==> config.mk <==
export PLATFORM = sky130hd
export DESIGN_NAME = mem_port_arbiter
export DESIGN_NICKNAME = d
export VERILOG_FILES = /design/src/rtl/arb_pkg.sv /design/src/rtl/arb_watchdog.sv /design/src/rtl/mem_port_arbiter.sv
export SDC_FILE = /design/constraint.sdc
export NUM_CORES = 1
export LEC_CHECK = 0
export BUFFER_PORTS_ARGS = -buffer_cell sky130_fd_sc_hd__buf_4
export CORE_MARGIN = 4
export CORE_UTILIZATION = 49
export CTS_CLUSTER_SIZE = 30
export DETAILED_ROUTE_END_ITERATION = 8
export GPL_TIMING_DRIVEN = 0
export PLACE_DENSITY = 0.85
export SYNTH_ARGS = -nofsm -noshare
export SYNTH_HDL_FRONTEND = slang
export SYNTH_SLANG_ARGS = --single-unit
export TNS_END_PERCENT = 100
==> constraint.sdc <==
create_clock -name clk -period 4.8 [get_ports clk]
set_input_delay 0.72 -clock clk [delete_from_list [all_inputs] [get_ports clk]]
set_output_delay 0.72 -clock clk [all_outputs]
set_load 0.05 [all_outputs]
==> src/rtl/arb_pkg.sv <==
// arb_pkg: shared types and defaults for the IF/MEM memory-port arbiter.
//   arb_state_e : FSM encoding (IDLE / REQ / RESP)
//   arb_owner_e : which requester owns the in-flight transaction
//   mem_cmd_t   : captured request presented to memory
package arb_pkg;

  typedef enum logic [1:0] {
    IDLE = 2'd0,
    REQ  = 2'd1,
    RESP = 2'd2
  } arb_state_e;

  typedef enum logic {
    OWN_IF = 1'b0,
    OWN_DM = 1'b1
  } arb_owner_e;

  typedef struct packed {
    logic        we;
    logic [31:0] addr;
    logic [31:0] wdata;
    logic [3:0]  be;
  } mem_cmd_t;

  localparam int STREAK_MAX_DEF = 4;
  localparam int TIMEOUT_DEF    = 64;
  localparam int STREAK_W       = 4;   // STREAK_MAX is limited to 1..15

endpackage

==> src/rtl/arb_watchdog.sv <==
// arb_watchdog: response-phase watchdog.
//   clk, reset : clock, synchronous active-high reset
//   clr        : restart the count (held while not waiting for a response)
//   en         : count this cycle (waiting for a response)
//   expire     : high in the TIMEOUT-th enabled cycle since the last clear
module arb_watchdog #(
  parameter int TIMEOUT = 64
) (
  input  logic clk,
  input  logic reset,
  input  logic clr,
  input  logic en,
  output logic expire
);

  localparam int CW = $clog2(TIMEOUT + 1);

  logic [CW-1:0] cnt_q;

  // Count 0 is the first waiting cycle, so TIMEOUT-1 marks the last one.
  assign expire = en && (cnt_q == CW'(TIMEOUT - 1));

  always_ff @(posedge clk) begin
    if (reset || clr)       cnt_q <= '0;
    else if (en && !expire) cnt_q <= cnt_q + 1'b1;
  end

endmodule

==> src/rtl/mem_port_arbiter.sv <==
// mem_port_arbiter: shares one single-ported memory between instruction
// fetch (if_*) and data access (dm_*). One transaction in flight; MEM has
// priority, but after STREAK_MAX consecutive MEM wins while IF waits, IF is
// forced through.
//   if_req/if_addr -> if_gnt, if_rvalid/if_rdata         fetch side
//   dm_req/we/addr/wdata/be -> dm_gnt, dm_rvalid/rdata   data side
//   mem_req/we/addr/wdata/be, mem_ready, mem_rvalid/rdata memory side
//   err : one-cycle pulse when the response watchdog aborts a read
// Optional: define ARB_TIMEOUT_EN to enable the RESP watchdog (TIMEOUT
// cycles); without it err is 0 and RESP waits indefinitely.
module mem_port_arbiter
  import arb_pkg::*;
#(
  parameter int STREAK_MAX = STREAK_MAX_DEF,
  parameter int TIMEOUT    = TIMEOUT_DEF
) (
  input  logic        clk,
  input  logic        reset,
  input  logic        if_req,
  input  logic [31:0] if_addr,
  output logic        if_gnt,
  output logic        if_rvalid,
  output logic [31:0] if_rdata,
  input  logic        dm_req,
  input  logic        dm_we,
  input  logic [31:0] dm_addr,
  input  logic [31:0] dm_wdata,
  input  logic [3:0]  dm_be,
  output logic        dm_gnt,
  output logic        dm_rvalid,
  output logic [31:0] dm_rdata,
  output logic        mem_req,
  output logic        mem_we,
  output logic [31:0] mem_addr,
  output logic [31:0] mem_wdata,
  output logic [3:0]  mem_be,
  input  logic        mem_ready,
  input  logic        mem_rvalid,
  input  logic [31:0] mem_rdata,
  output logic        err
);

  arb_state_e          state_q, state_d;
  arb_owner_e          owner_q;
  mem_cmd_t            cmd_q;
  logic [STREAK_W-1:0] streak_q;
  logic                if_rvalid_q, dm_rvalid_q;
  logic [31:0]         if_rdata_q, dm_rdata_q;

  logic if_win;
  logic st_done;    // store accepted by memory
  logic rsp_take;   // read data arrived
  logic rsp_abort;  // watchdog gave up on the read
  logic wd_expire;

  assign if_win = if_req && (!dm_req || (streak_q == STREAK_W'(STREAK_MAX)));

  // Next state and grants
  always_comb begin
    state_d   = state_q;
    if_gnt    = 1'b0;
    dm_gnt    = 1'b0;
    st_done   = 1'b0;
    rsp_take  = 1'b0;
    rsp_abort = 1'b0;
    case (state_q)
      IDLE: begin
        if (!reset) begin
          if_gnt = if_win;
          dm_gnt = dm_req && !if_win;
          if (if_req || dm_req) state_d = REQ;
        end
      end
      REQ: begin
        if (mem_ready) begin
          st_done = cmd_q.we;
          state_d = cmd_q.we ? IDLE : RESP;
        end
      end
      RESP: begin
        rsp_take  = mem_rvalid;
        rsp_abort = !mem_rvalid && wd_expire;
        if (rsp_take || rsp_abort) state_d = IDLE;
      end
      default: state_d = IDLE;
    endcase
  end

  always_ff @(posedge clk) begin
    if (reset) state_q <= IDLE;
    else       state_q <= state_d;
  end

  // Capture, streak and response registers
  always_ff @(posedge clk) begin
    if (reset) begin
      owner_q     <= OWN_IF;
      cmd_q       <= '0;
      streak_q    <= '0;
      if_rvalid_q <= 1'b0;
      dm_rvalid_q <= 1'b0;
      if_rdata_q  <= '0;
      dm_rdata_q  <= '0;
    end else begin
      if_rvalid_q <= 1'b0;
      dm_rvalid_q <= 1'b0;

      if (if_gnt) begin
        owner_q  <= OWN_IF;
        cmd_q    <= '{we: 1'b0, addr: if_addr, wdata: 32'h0, be: 4'hF};
        streak_q <= '0;
      end else if (dm_gnt) begin
        owner_q <= OWN_DM;
        cmd_q   <= '{we: dm_we, addr: dm_addr, wdata: dm_wdata, be: dm_be};
        // Only MEM wins that actually made IF wait count toward the streak.
        if (!if_req)                                 streak_q <= '0;
        else if (streak_q != STREAK_W'(STREAK_MAX)) streak_q <= streak_q + 1'b1;
      end

      if (st_done) begin
        dm_rvalid_q <= 1'b1;
        dm_rdata_q  <= '0;
      end

      if (rsp_take || rsp_abort) begin
        if (owner_q == OWN_IF) begin
          if_rvalid_q <= 1'b1;
          if_rdata_q  <= rsp_take ? mem_rdata : 32'h0;
        end else begin
          dm_rvalid_q <= 1'b1;
          dm_rdata_q  <= rsp_take ? mem_rdata : 32'h0;
        end
      end
    end
  end

`ifdef ARB_TIMEOUT_EN
  logic err_q;

  arb_watchdog #(.TIMEOUT(TIMEOUT)) u_wd (
    .clk    (clk),
    .reset  (reset),
    .clr    (state_q != RESP),
    .en     (state_q == RESP),
    .expire (wd_expire)
  );

  always_ff @(posedge clk) begin
    if (reset) err_q <= 1'b0;
    else       err_q <= rsp_abort;
  end

  assign err = err_q;
`else
  assign wd_expire = 1'b0;
  assign err       = 1'b0;
`endif

  assign mem_req   = (state_q == REQ);
  assign mem_we    = cmd_q.we;
  assign mem_addr  = cmd_q.addr;
  assign mem_wdata = cmd_q.wdata;
  assign mem_be    = cmd_q.be;
  assign if_rvalid = if_rvalid_q;
  assign if_rdata  = if_rdata_q;
  assign dm_rvalid = dm_rvalid_q;
  assign dm_rdata  = dm_rdata_q;

endmodule

# After elaboration in Yosys (flattened, before gate mapping)
# Index checks and enable logic that the tools add are counted.
# word_totals
reg_bits	142
input_bits	139
output_inout_bits	139
elab_cells	58
# op_classes
n_addsub	1
eq_ne	8
muxes	23
bitwise_logic	2
reduce_logical	13
# op_table
op	count
68-bit two-way mux	2
32-bit two-way mux	3
1-bit two-way mux	11
2-bit two-way mux	4
4-bit two-way mux	2
2-bit case mux with 3 select lines	1
4-bit by 1-bit adder with 4-bit output (second input constant)	1
4-bit by 3-bit == test with 1-bit output (second input constant)	1
2-bit by 1-bit inequality test with 1-bit output (second input constant)	2
2-bit inequality test (second input constant)	2
4-bit by 3-bit inequality test with 1-bit output (second input constant)	1
2-bit AND reduction	2
2-bit OR reduction	2
3-bit AND reduction	1
2-bit by 1-bit == test with 1-bit output (second input constant)	1
2-bit == test (second input constant)	1
1-bit logical AND	2
1-bit logical NOT	2
2-bit logical NOT	1
1-bit logical OR	2
1-bit NOT	2
2-bit nonzero test	1

# Depth between registers and ports, before layout
# Gate-level depths: netlist (run 1).
# logic_depth
depth_word	9
mapped_depth	9
depth_no_buf	7

# Worst setup path before layout (run 1)
# Ideal clock, no wire load.
# synth_path
path_kind	in2out
from	input reset
to	output if_gnt
arrival_time_ps	1713
slack_ps	2367
stages	5
path_buffers	2
path_cell_list	or4b_1 a21o_1 buf_6 clkinv_8 buf_8
# synth_between
elab_chain_cells	2
# synth_rtl
item	line_no	text
from (decl)	mem_port_arbiter.sv:18	input logic reset,
1-bit two-way mux	mem_port_arbiter.sv:68	if (!reset) begin
1-bit two-way mux	mem_port_arbiter.sv:66	case (state_q)
to (decl)	mem_port_arbiter.sv:21	output logic if_gnt,
# Every way passes these cells.

# Final worst setup path (run 1)
# layout_path
from	register streak_q[0]
to	output dm_gnt
# layout_between
elab_chain_cells	7
# layout_rtl
item	line_no	text
from (decl)	mem_port_arbiter.sv:46	logic [STREAK_W-1:0] streak_q;
from (signal assigned)	mem_port_arbiter.sv:117	else if (streak_q != STREAK_W'(STREAK_MAX)) streak_q <= streak_q + 1'b1;
4-bit by 3-bit == test with 1-bit output	mem_port_arbiter.sv:56	assign if_win = if_req && (!dm_req || (streak_q == STREAK_W'(STREAK_MAX)));
1-bit logical OR	mem_port_arbiter.sv:56	
1-bit logical AND	mem_port_arbiter.sv:56	
1-bit logical NOT	mem_port_arbiter.sv:70	dm_gnt = dm_req && !if_win;
1-bit logical AND	mem_port_arbiter.sv:70	
1-bit two-way mux	mem_port_arbiter.sv:68	
1-bit two-way mux	mem_port_arbiter.sv:66	
to (decl)	mem_port_arbiter.sv:29	output logic dm_gnt,
# Every way passes these cells.

==> results.json, run 1 <==
{
  "status": "complete, no violations",
  "worst_setup_path_end_kind": "output port",
  "grtUsageTotal": 0.264,
  "initial_core_util": 0.505,
  "finalClockSkew_ps": 9.21,
  "cts_setup_buffers": 0,
  "placed_cell_area_um2": 7740,
  "drc": 0,
  "design.die.area_um2": 13000,
  "relSlewSlack": 0.496,
  "vias_per_cell": 5.25,
  "fillCellCount": 806,
  "clock_latency_ps": 510,
  "dp_cells": 1052,
  "grt_pass1_vias": 5497,
  "antenna_found_initial": 0,
  "final_common_cell": "buf_4",
  "final.min_clock_period_ps": 3070,
  "worst_pin_slew_ps": 756,
  "critPathMaxStageDelay_ps": 360,
  "io_buffers": 275,
  "ir_worst_vdd_uv": 356,
  "die_h_um": 114,
  "fin_cells": 1084,
  "clk_pin_slew_worst_paths_ps": 60,
  "worst-path-buf-inv": 4,
  "drive_gt1_frac": 0.398,
  "cts-root-buf": "clkbuf_8",
  "fmax_mhz": 326,
  "wl_per_cell_um": 16.3,
  "timing.hold.ws_ps": 448,
  "synthDistinctLibCells": 44,
  "core-area_um2": 10900,
  "most-common-layout-cells": "277 x buf_4, 163 x nand2_1, 142 x dfxtp_1",
  "drv_slew": 0,
  "grt_pass1_wl_mm": 27.5,
  "crit_chain": "inv_1 > ha_1 > nand4b_1 > nand3_1 > inv_2 > buf_2 > buf_4",
  "cts_sinks": 142,
  "ios": 278,
  "leakage_nw": 3.64,
  "fin_crit_sh": 0.639,
  "synth_seq_cells": 142,
  "hp-class": "in2reg",
  "cts_tree": "yes",
  "row_count": 38,
  "drt-pass1-iter-count": 6,
  "ant_nets": 0,
  "rsz0062_at_grt": "false",
  "syn_to_final_growth_pct": 52.7,
  "clockBufferDepth": 2,
  "slowest_stage": "dfxtp_1",
  "numCtsBuffers": 17,
  "cp_top_family": "buffers and inverters",
  "num_antenna_cells": 0,
  "start_kind": "register",
  "cts_hold_buf": 0,
  "netlist_instances": 637,
  "grt_max_degree": 17,
  "synth_nets": 778,
  "place.detailed.hpwl_mm": 13.0,
  "worstPathRequired_ps": 4080,
  "num_vias": 5696,
  "max-cap-violations": 0,
  "drt_iter0_markers": 416,
  "finalHoldViolations": 0,
  "nNetsFinal": 1072,
  "gp_congestion": 0.835,
  "seq_area_frac_synth": 0.517,
  "path_class": "reg2out",
  "synth_edf_count": 0,
  "crit_arrival_ps": 2350,
  "multi_input_area_um2": 2360,
  "pwr_density_cell_nw_per_um2": 388,
  "synth-main-ff-cell": "dfxtp_1",
  "register_area_um2": 2840,
  "die_x_um": 114,
  "critPathMaxFanout": 10,
  "grt_overflow": 0,
  "setup_violations": 0,
  "design_area_um2": 8390,
  "routed_wl_mm": 17.7,
  "cts_resized": 0,
  "htree_levels": 4,
  "syn_area_per_cell_um2": 8.63,
  "synth_warnings": 0,
  "synthesis.area_um2": 5500,
  "synth_async_sr_flop_share": 0,
  "fin_setup_tns_ps": 0,
  "power_mw": 3.25
}
layer usage:
metal | vias up | global-route usage | part of all wire
met5 | - | 0 | 0
met4 | 0 | 0.103 | 0.035
met3 | 48 | 0.0865 | 0.086
met2 | 236 | 0.445 | 0.50
met1 | 2663 | 0.310 | 0.38
li1 | 2749 | - | -
layout make-up:
type                            instances  area share
Clock buffer                           19      0.0502
Buffer                                 52      0.0319
Sequential cell                       142       0.339
Clock inverter                         13      0.0279
Timing Repair Buffer                  275       0.246
Multi-Input combinational cell        438       0.281
Tap cell                              140      0.0209
Inverter                                5     0.00373
cells in the mapped netlist, types with 2 or more instances:
library cell / number / area [µm²]
ha_1: 2 / 25.0
a31oi_1: 3 / 18.8
buf_4: 2 / 15.0
buf_12: 2 / 40.0
a221oi_1: 4 / 35.0
buf_2: 11 / 55.1
dfxtp_1: 142 / 2840
nand2_1: 163 / 612
a211oi_2: 25 / 313
a21oi_1: 72 / 360
a21oi_2: 25 / 219
clkbuf_1: 32 / 120
nand3b_1: 2 / 15.0
a211oi_1: 7 / 52.6
inv_1: 3 / 11.3
buf_1: 3 / 11.3
nor3_1: 4 / 20.0
nand3_1: 2 / 10.0
a22oi_1: 32 / 240
nor2_1: 77 / 289
registers in the layout, indices dropped and copies added, names as in the netlist:
| register | count |
|---|---|
| dm_rdata | 32 |
| if_rdata | 32 |
| mem_addr | 32 |
| mem_wdata | 32 |
| mem_be | 4 |
| streak_q | 4 |
| state_q | 2 |
| dm_rvalid | 1 |
| if_rvalid | 1 |
| mem_we | 1 |
| owner_q | 1 |
metrics by stage:
step	setup slack (ps)	utilization
final	1730	0.771
after global routing	1510	0.771
after CTS	1700	0.771
after detailed placement	1920	0.711
after global placement	1950	0.711
after floorplan	2370	-
power by group:
part | internal [mW] | switching (mW) | leakage (nW)
Combinational | 0.201 | 0.343 | 2.18
Clock | 0.953 | 0.502 | 0.309
Sequential | 1.23 | 0.0283 | 1.15
Total | 2.38 | 0.873 | 3.64
logic make-up after synthesis:
| logic type | after synthesis | share of synthesized area |
|---|---|---|
| buf+inv | 57 | 0.0544 |
| xor+xnor | 1 | 0.00159 |
| other cells | 1 | 0.000682 |
| fa+ha+maj | 2 | 0.00455 |
| simple gates | 258 | 0.186 |
| compound gates | 176 | 0.236 |
| flops | 142 | 0.517 |
path summary, 6_finish.rpt:
path,endpoint,start,depth (start not counted),slack (ps)
worst max-delay path,dm_gnt,streak_q[0]$_SDFFE_PP0P_,7,1730
worst min-delay path,state_q[0]$_SDFFE_PP0P_,mem_ready,2,450
worst max register to register,mem_wdata[0]$_SDFFE_PP0N_,streak_q[0]$_SDFFE_PP0P_,8,2660
worst min register to register,if_rdata[22]$_SDFFE_PP0P_,if_rdata[22]$_SDFFE_PP0P_,2,450
No activity file was read; power rests on OpenSTA's default activity.
==> run 2: changes to the inputs <==
--- a/config.mk
+++ b/config.mk
@@ -7,11 +7,11 @@
 export LEC_CHECK = 0
 export BUFFER_PORTS_ARGS = -buffer_cell sky130_fd_sc_hd__buf_4
 export CORE_MARGIN = 4
-export CORE_UTILIZATION = 49
+export CORE_UTILIZATION = 41
 export CTS_CLUSTER_SIZE = 30
 export DETAILED_ROUTE_END_ITERATION = 8
 export GPL_TIMING_DRIVEN = 0
-export PLACE_DENSITY = 0.85
+export PLACE_DENSITY = 0.76
 export SYNTH_ARGS = -nofsm -noshare
 export SYNTH_HDL_FRONTEND = slang
 export SYNTH_SLANG_ARGS = --single-unit
==> constraint.sdc (replaced) <==
create_clock -name clk -period 2.8 [get_ports clk]
set_input_delay 0.42 -clock clk [delete_from_list [all_inputs] [get_ports clk]]
set_output_delay 0.42 -clock clk [all_outputs]
set_load 0.05 [all_outputs]
==> run 2 against run 1 <==
  * Final cell count rose by 3.3%
  * Worst setup slack worse by 1400 ps
  * Critical endpoint is now if_gnt
  * Critical path depth is 1 lower
  * Critical path type unchanged
  * Hold slack got worse by 210 ps
  * Via count is 2.3% lower
  * Largest cell class unchanged
  * Final area shrank 0.31%
  * Global-route usage is 3.6 points lower
  * Sequential share of layout area rose by 0.11 points
  * Power is 62% higher
==> results.json, run 2 (synthesized netlist as in run 1, its figures left out) <==
{
  "status": "complete, no violations",
  "max-cap-violations": 0,
  "dp_cells": 1088,
  "final.min_clock_period_ps": 2500,
  "place.detailed.hpwl_mm": 13.4,
  "cts_sinks": 142,
  "hp-class": "in2reg",
  "initial_core_util": 0.417,
  "wl_per_cell_um": 15.8,
  "fin_util": 0.634,
  "gp_congestion": 0.801,
  "cts_setup_buffers": 0,
  "vias_per_cell": 4.97,
  "wl_met2_mm": 8.61,
  "syn_to_final_growth_pct": 52.2,
  "worst_pin_slew_ps": 800,
  "pwr_density_cell_nw_per_um2": 631,
  "num_vias": 5567,
  "drc": 0,
  "start_kind": "register",
  "slowest_stage": "or4b_1",
  "fillCellCount": 1195,
  "row_count": 42,
  "grtUsageTotal": 0.227,
  "final_common_cell": "buf_4",
  "grt_pass1_wl_mm": 27.4,
  "timing.final.ws_setup_ps": 296,
  "routed.top_layer": "met4",
  "grt_overflow": 0,
  "cts_hold_buf": 0,
  "drive_gt1_frac": 0.401,
  "clk_pin_slew_worst_paths_ps": 60,
  "fin_cells": 1120,
  "fin_setup_tns_ps": 0,
  "ios": 278,
  "placed_cell_area_um2": 7780,
  "design.die.area_um2": 15300,
  "drt-pass1-iter-count": 4,
  "wl_met1_mm": 7.22,
  "grt_pass1_vias": 5387,
  "routed_wl_mm": 17.7,
  "dp_slack_ps": 556,
  "fmax_mhz": 399,
  "num_antenna_cells": 0,
  "drt_iter0_markers": 286,
  "setup_violations": 0,
  "route.met3.wl_mm": 1.48,
  "core-area_um2": 13200,
  "path_class": "reg2out",
  "ant_nets": 0,
  "cts-root-buf": "clkbuf_16",
  "nNetsFinal": 1072,
  "numCtsBuffers": 17,
  "ir_worst_vdd_uv": 336,
  "grt_max_degree": 17,
  "leakage_nw": 3.62,
  "die_h_um": 124,
  "cts_resized": 0,
  "drv_slew": 0,
  "clock_latency_ps": 410,
  "cts_tree": "yes",
  "worstPathRequired_ps": 2380,
  "io_buffers": 275,
  "relSlewSlack": 0.463,
  "finalHoldViolations": 0,
  "crit_chain": "or4b_1 > a21o_1 > buf_6 > clkinv_8 > buf_8 > buf_4",
  "design_area_um2": 8370,
  "worst-path-buf-inv": 4,
  "antenna_found_initial": 0,
  "worst_setup_path_end_kind": "output port",
  "cp_top_family": "buffers and inverters",
  "htree_levels": 4,
  "critPathMaxFanout": 10,
  "critPathMaxStageDelay_ps": 550,
  "rsz0062_at_grt": "false",
  "clockBufferDepth": 2,
  "most-common-layout-cells": "277 x buf_4, 163 x nand2_1, 142 x dfxtp_1",
  "finalClockSkew_ps": 10.5,
  "die_x_um": 124,
  "fin_crit_sh": 0.894,
  "crit_arrival_ps": 2080
}
-- run 2: per-layer routing --
metal,vias to the layer above,GRT usage
li1,2759,-
met5,-,0
met4,0,0.0789
met3,27,0.0686
met2,193,0.369
met1,2588,0.287
-- run 2: cell type report --
cell class,count,area (µm²),share of cell area
Buffer,52,268,0.0320
Clock buffer,18,439,0.0525
Clock inverter,14,140,0.0167
Inverter,5,31.3,0.00374
Multi-Input combinational cell,438,2360,0.282
Sequential cell,142,2840,0.340
Tap cell,176,220,0.0263
Timing Repair Buffer,275,2060,0.247
-- run 2: final timing paths --
check                             from                        end  slack, ps  cells past startpoint
max            state_q[1]$_SDFFE_PP0P_                     if_gnt        300                      6
min                          mem_ready    state_q[0]$_SDFFE_PP0P_        240                      2
max reg2reg    state_q[0]$_SDFFE_PP0P_    dm_rdata[19]$_SDFF_PP0_        800                      6
min reg2reg  if_rdata[29]$_SDFFE_PP0P_  if_rdata[29]$_SDFFE_PP0P_        450                      2
-- run 2: metrics by stage --
| step | power (mW) | hold WS, ps |
|---|---|---|
| after floorplan | 2.75 | 471 |
| after global placement | 3.12 | 443 |
| after detailed placement | 3.12 | 448 |
| after CTS | 5.33 | 224 |
| after global routing | 5.49 | 231 |
| final | 5.28 | 243 |
-- run 2: power by group --
group | internal, mW | leakage, nW | total, mW | switching, mW
clock | 1.33 | 0.286 | 2.20 | 0.870
sequential | 2.10 | 1.15 | 2.15 | 0.0482
combinational | 0.344 | 2.18 | 0.926 | 0.582
==> run 3: changes to the inputs <==
--- a/config.mk
+++ b/config.mk
@@ -6,7 +6,6 @@
 export NUM_CORES = 1
 export LEC_CHECK = 0
 export BUFFER_PORTS_ARGS = -buffer_cell sky130_fd_sc_hd__buf_4
-export CORE_MARGIN = 4
 export CORE_UTILIZATION = 41
 export CTS_CLUSTER_SIZE = 30
 export DETAILED_ROUTE_END_ITERATION = 8
==> run 3 against run 2 <==
  * Power increased by 1.5%
  * Largest power group unchanged
  * Largest cell class unchanged
  * Sequential share of layout area is 0.071 points lower
  * Highest routed layer unchanged
  * Global-route usage increased by 1.4 points
  * Count of clock-buffer cells in the layout is the same
  * Non-clock buffer count is the same
==> results.json, run 3 (synthesized netlist as in run 1, its figures left out) <==
{
  "regToRegSetupSlack_ps": 770,
  "fmax_mhz": 387,
  "cts-root-buf": "clkbuf_16",
  "row_count": 41,
  "grt_max_degree": 17,
  "antenna_found_initial": 0,
  "grt_overflow": 0,
  "r2r_start": "streak_q[0]$_SDFFE_PP0P_",
  "reg2reg_depth": 8,
  "ant_nets": 0,
  "min_to": "state_q[0]$_SDFFE_PP0P_",
  "power.switching_mw": 1.49,
  "hold_start": "mem_ready",
  "rr_endpoint": "mem_wdata[1]$_SDFFE_PP0N_",
  "num_vias": 5552,
  "finalHoldViolations": 0,
  "grt_pass1_vias": 5223,
  "hp-class": "in2reg",
  "wl_per_cell_um": 15.1,
  "worst_setup_path_end_kind": "output port",
  "dp_slack_ps": 593,
  "grt_pass1_wl_mm": 26.6,
  "critPathMaxFanout": 10,
  "fillCellCount": 1117,
  "num_antenna_cells": 0,
  "nNetsFinal": 1072,
  "die_h_um": 118,
  "die_x_um": 118,
  "initial_core_util": 0.429,
  "clk_pin_slew_worst_paths_ps": 60,
  "start_kind": "register",
  "multi_input_area_um2": 2360,
  "path_class": "reg2out",
  "power_mw": 5.36,
  "power.share.sequential": 0.401,
  "cts_sinks": 142,
  "worstPathRequired_ps": 2380,
  "clock_latency_ps": 410,
  "fin_util": 0.654,
  "clockBufferDepth": 2,
  "final_common_cell": "buf_4",
  "drt_iter0_markers": 265,
  "routed_wl_mm": 16.8,
  "p_comb_frac": 0.172,
  "cts_resized": 0,
  "ir_worst_vdd_uv": 355,
  "fin_setup_tns_ps": 0,
  "drv_slew": 0,
  "syn_to_final_growth_pct": 52.5,
  "cts_tree": "yes",
  "drc": 0,
  "finalClockSkew_ps": 6.67,
  "vias_per_cell": 4.97,
  "placed_cell_area_um2": 7780,
  "pwr_density_cell_nw_per_um2": 639,
  "most-common-layout-cells": "277 x buf_4, 163 x nand2_1, 142 x dfxtp_1",
  "cts_setup_buffers": 0,
  "place.detailed.hpwl_mm": 12.5,
  "htree_levels": 4,
  "leakage_nw": 3.61,
  "gp_congestion": 0.842,
  "p_int_mw": 3.87,
  "cts_hold_buf": 0,
  "ios": 278,
  "drt-pass1-iter-count": 5,
  "final.min_clock_period_ps": 2580,
  "design.die.area_um2": 13900,
  "core-area_um2": 12800,
  "setup_violations": 0,
  "register_area_um2": 2840,
  "io_buffers": 275,
  "relSlewSlack": 0.498,
  "fin_crit_sh": 0.922,
  "max-cap-violations": 0,
  "clkPwrFrac": 0.427,
  "timing.final.ws_setup_ps": 218,
  "design_area_um2": 8380,
  "worst_pin_slew_ps": 753,
  "grtUsageTotal": 0.241,
  "crit_arrival_ps": 2160,
  "drive_gt1_frac": 0.400,
  "numCtsBuffers": 17,
  "hold_depth": 2,
  "rsz0062_at_grt": "false",
  "switching_share": 0.278,
  "status": "complete, no violations"
}
run 3: cell count changes in the layout (fill, tap and decap cells not counted):
cell	change
clkinv_2	-3
inv_6	-2
nand3_1	+1
bufinv_16	+1
nand3_2	-1
clkinvlp_4	+4
run 3: area by class of cell:
cell class              instances  share of cell area
clock buffers                  18              0.0524
clock inverters                14              0.0200
multi-input cells             438               0.281
plain buffers                  52              0.0319
inverters                       5             0.00373
repair buffers                275               0.246
well taps                     172              0.0257
flip-flops and latches        142               0.339
run 3: critical path: stages, from the launching register on:
cell and delay [ps]:
dfxtp_1 370, inv_1 80, ha_1 210, nand4b_1 90, nand3_1 270, inv_2 240, buf_2 240, buf_4 230
run 3: through the flow:
stage          cells  hold slack [ps]
3_3_place_gp    1084              442
2_1_floorplan    637              471
3_5_place_dp    1084              448
5_1_grt         1116              240
6_report        1116              240
4_1_cts         1116              226
run 3: routing by layer:
metal	vias to the layer above	global-route usage	share of wire
met4	0	0.107	0.025
met3	31	0.0678	0.061
li1	2746	-	-
met2	192	0.395	0.49
met1	2583	0.294	0.43
met5	-	0	0
run 3: worst max path at each step:
stage / start / end / slack [ps]
floorplan: state_q[0]$_SDFFE_PP0P_ / dm_rdata[2]$_SDFF_PP0_ / 750
global placement: reset / dm_gnt / 580
detailed placement: reset / dm_gnt / 590
CTS: streak_q[0]$_SDFFE_PP0P_ / dm_gnt / 170
global route: streak_q[0]$_SDFFE_PP0P_ / dm_gnt / 30
finish: streak_q[0]$_SDFFE_PP0P_ / dm_gnt / 220
run 3: power groups by stage:
stage	Sequential (mW)	Clock, mW	Combinational (mW)
finish	2.15	2.29	0.924
CTS	2.15	2.33	0.928
global placement	2.19	0	0.921
detailed placement	2.19	0	0.926
floorplan	2.45	0	0.301
global route	2.16	2.43	0.983
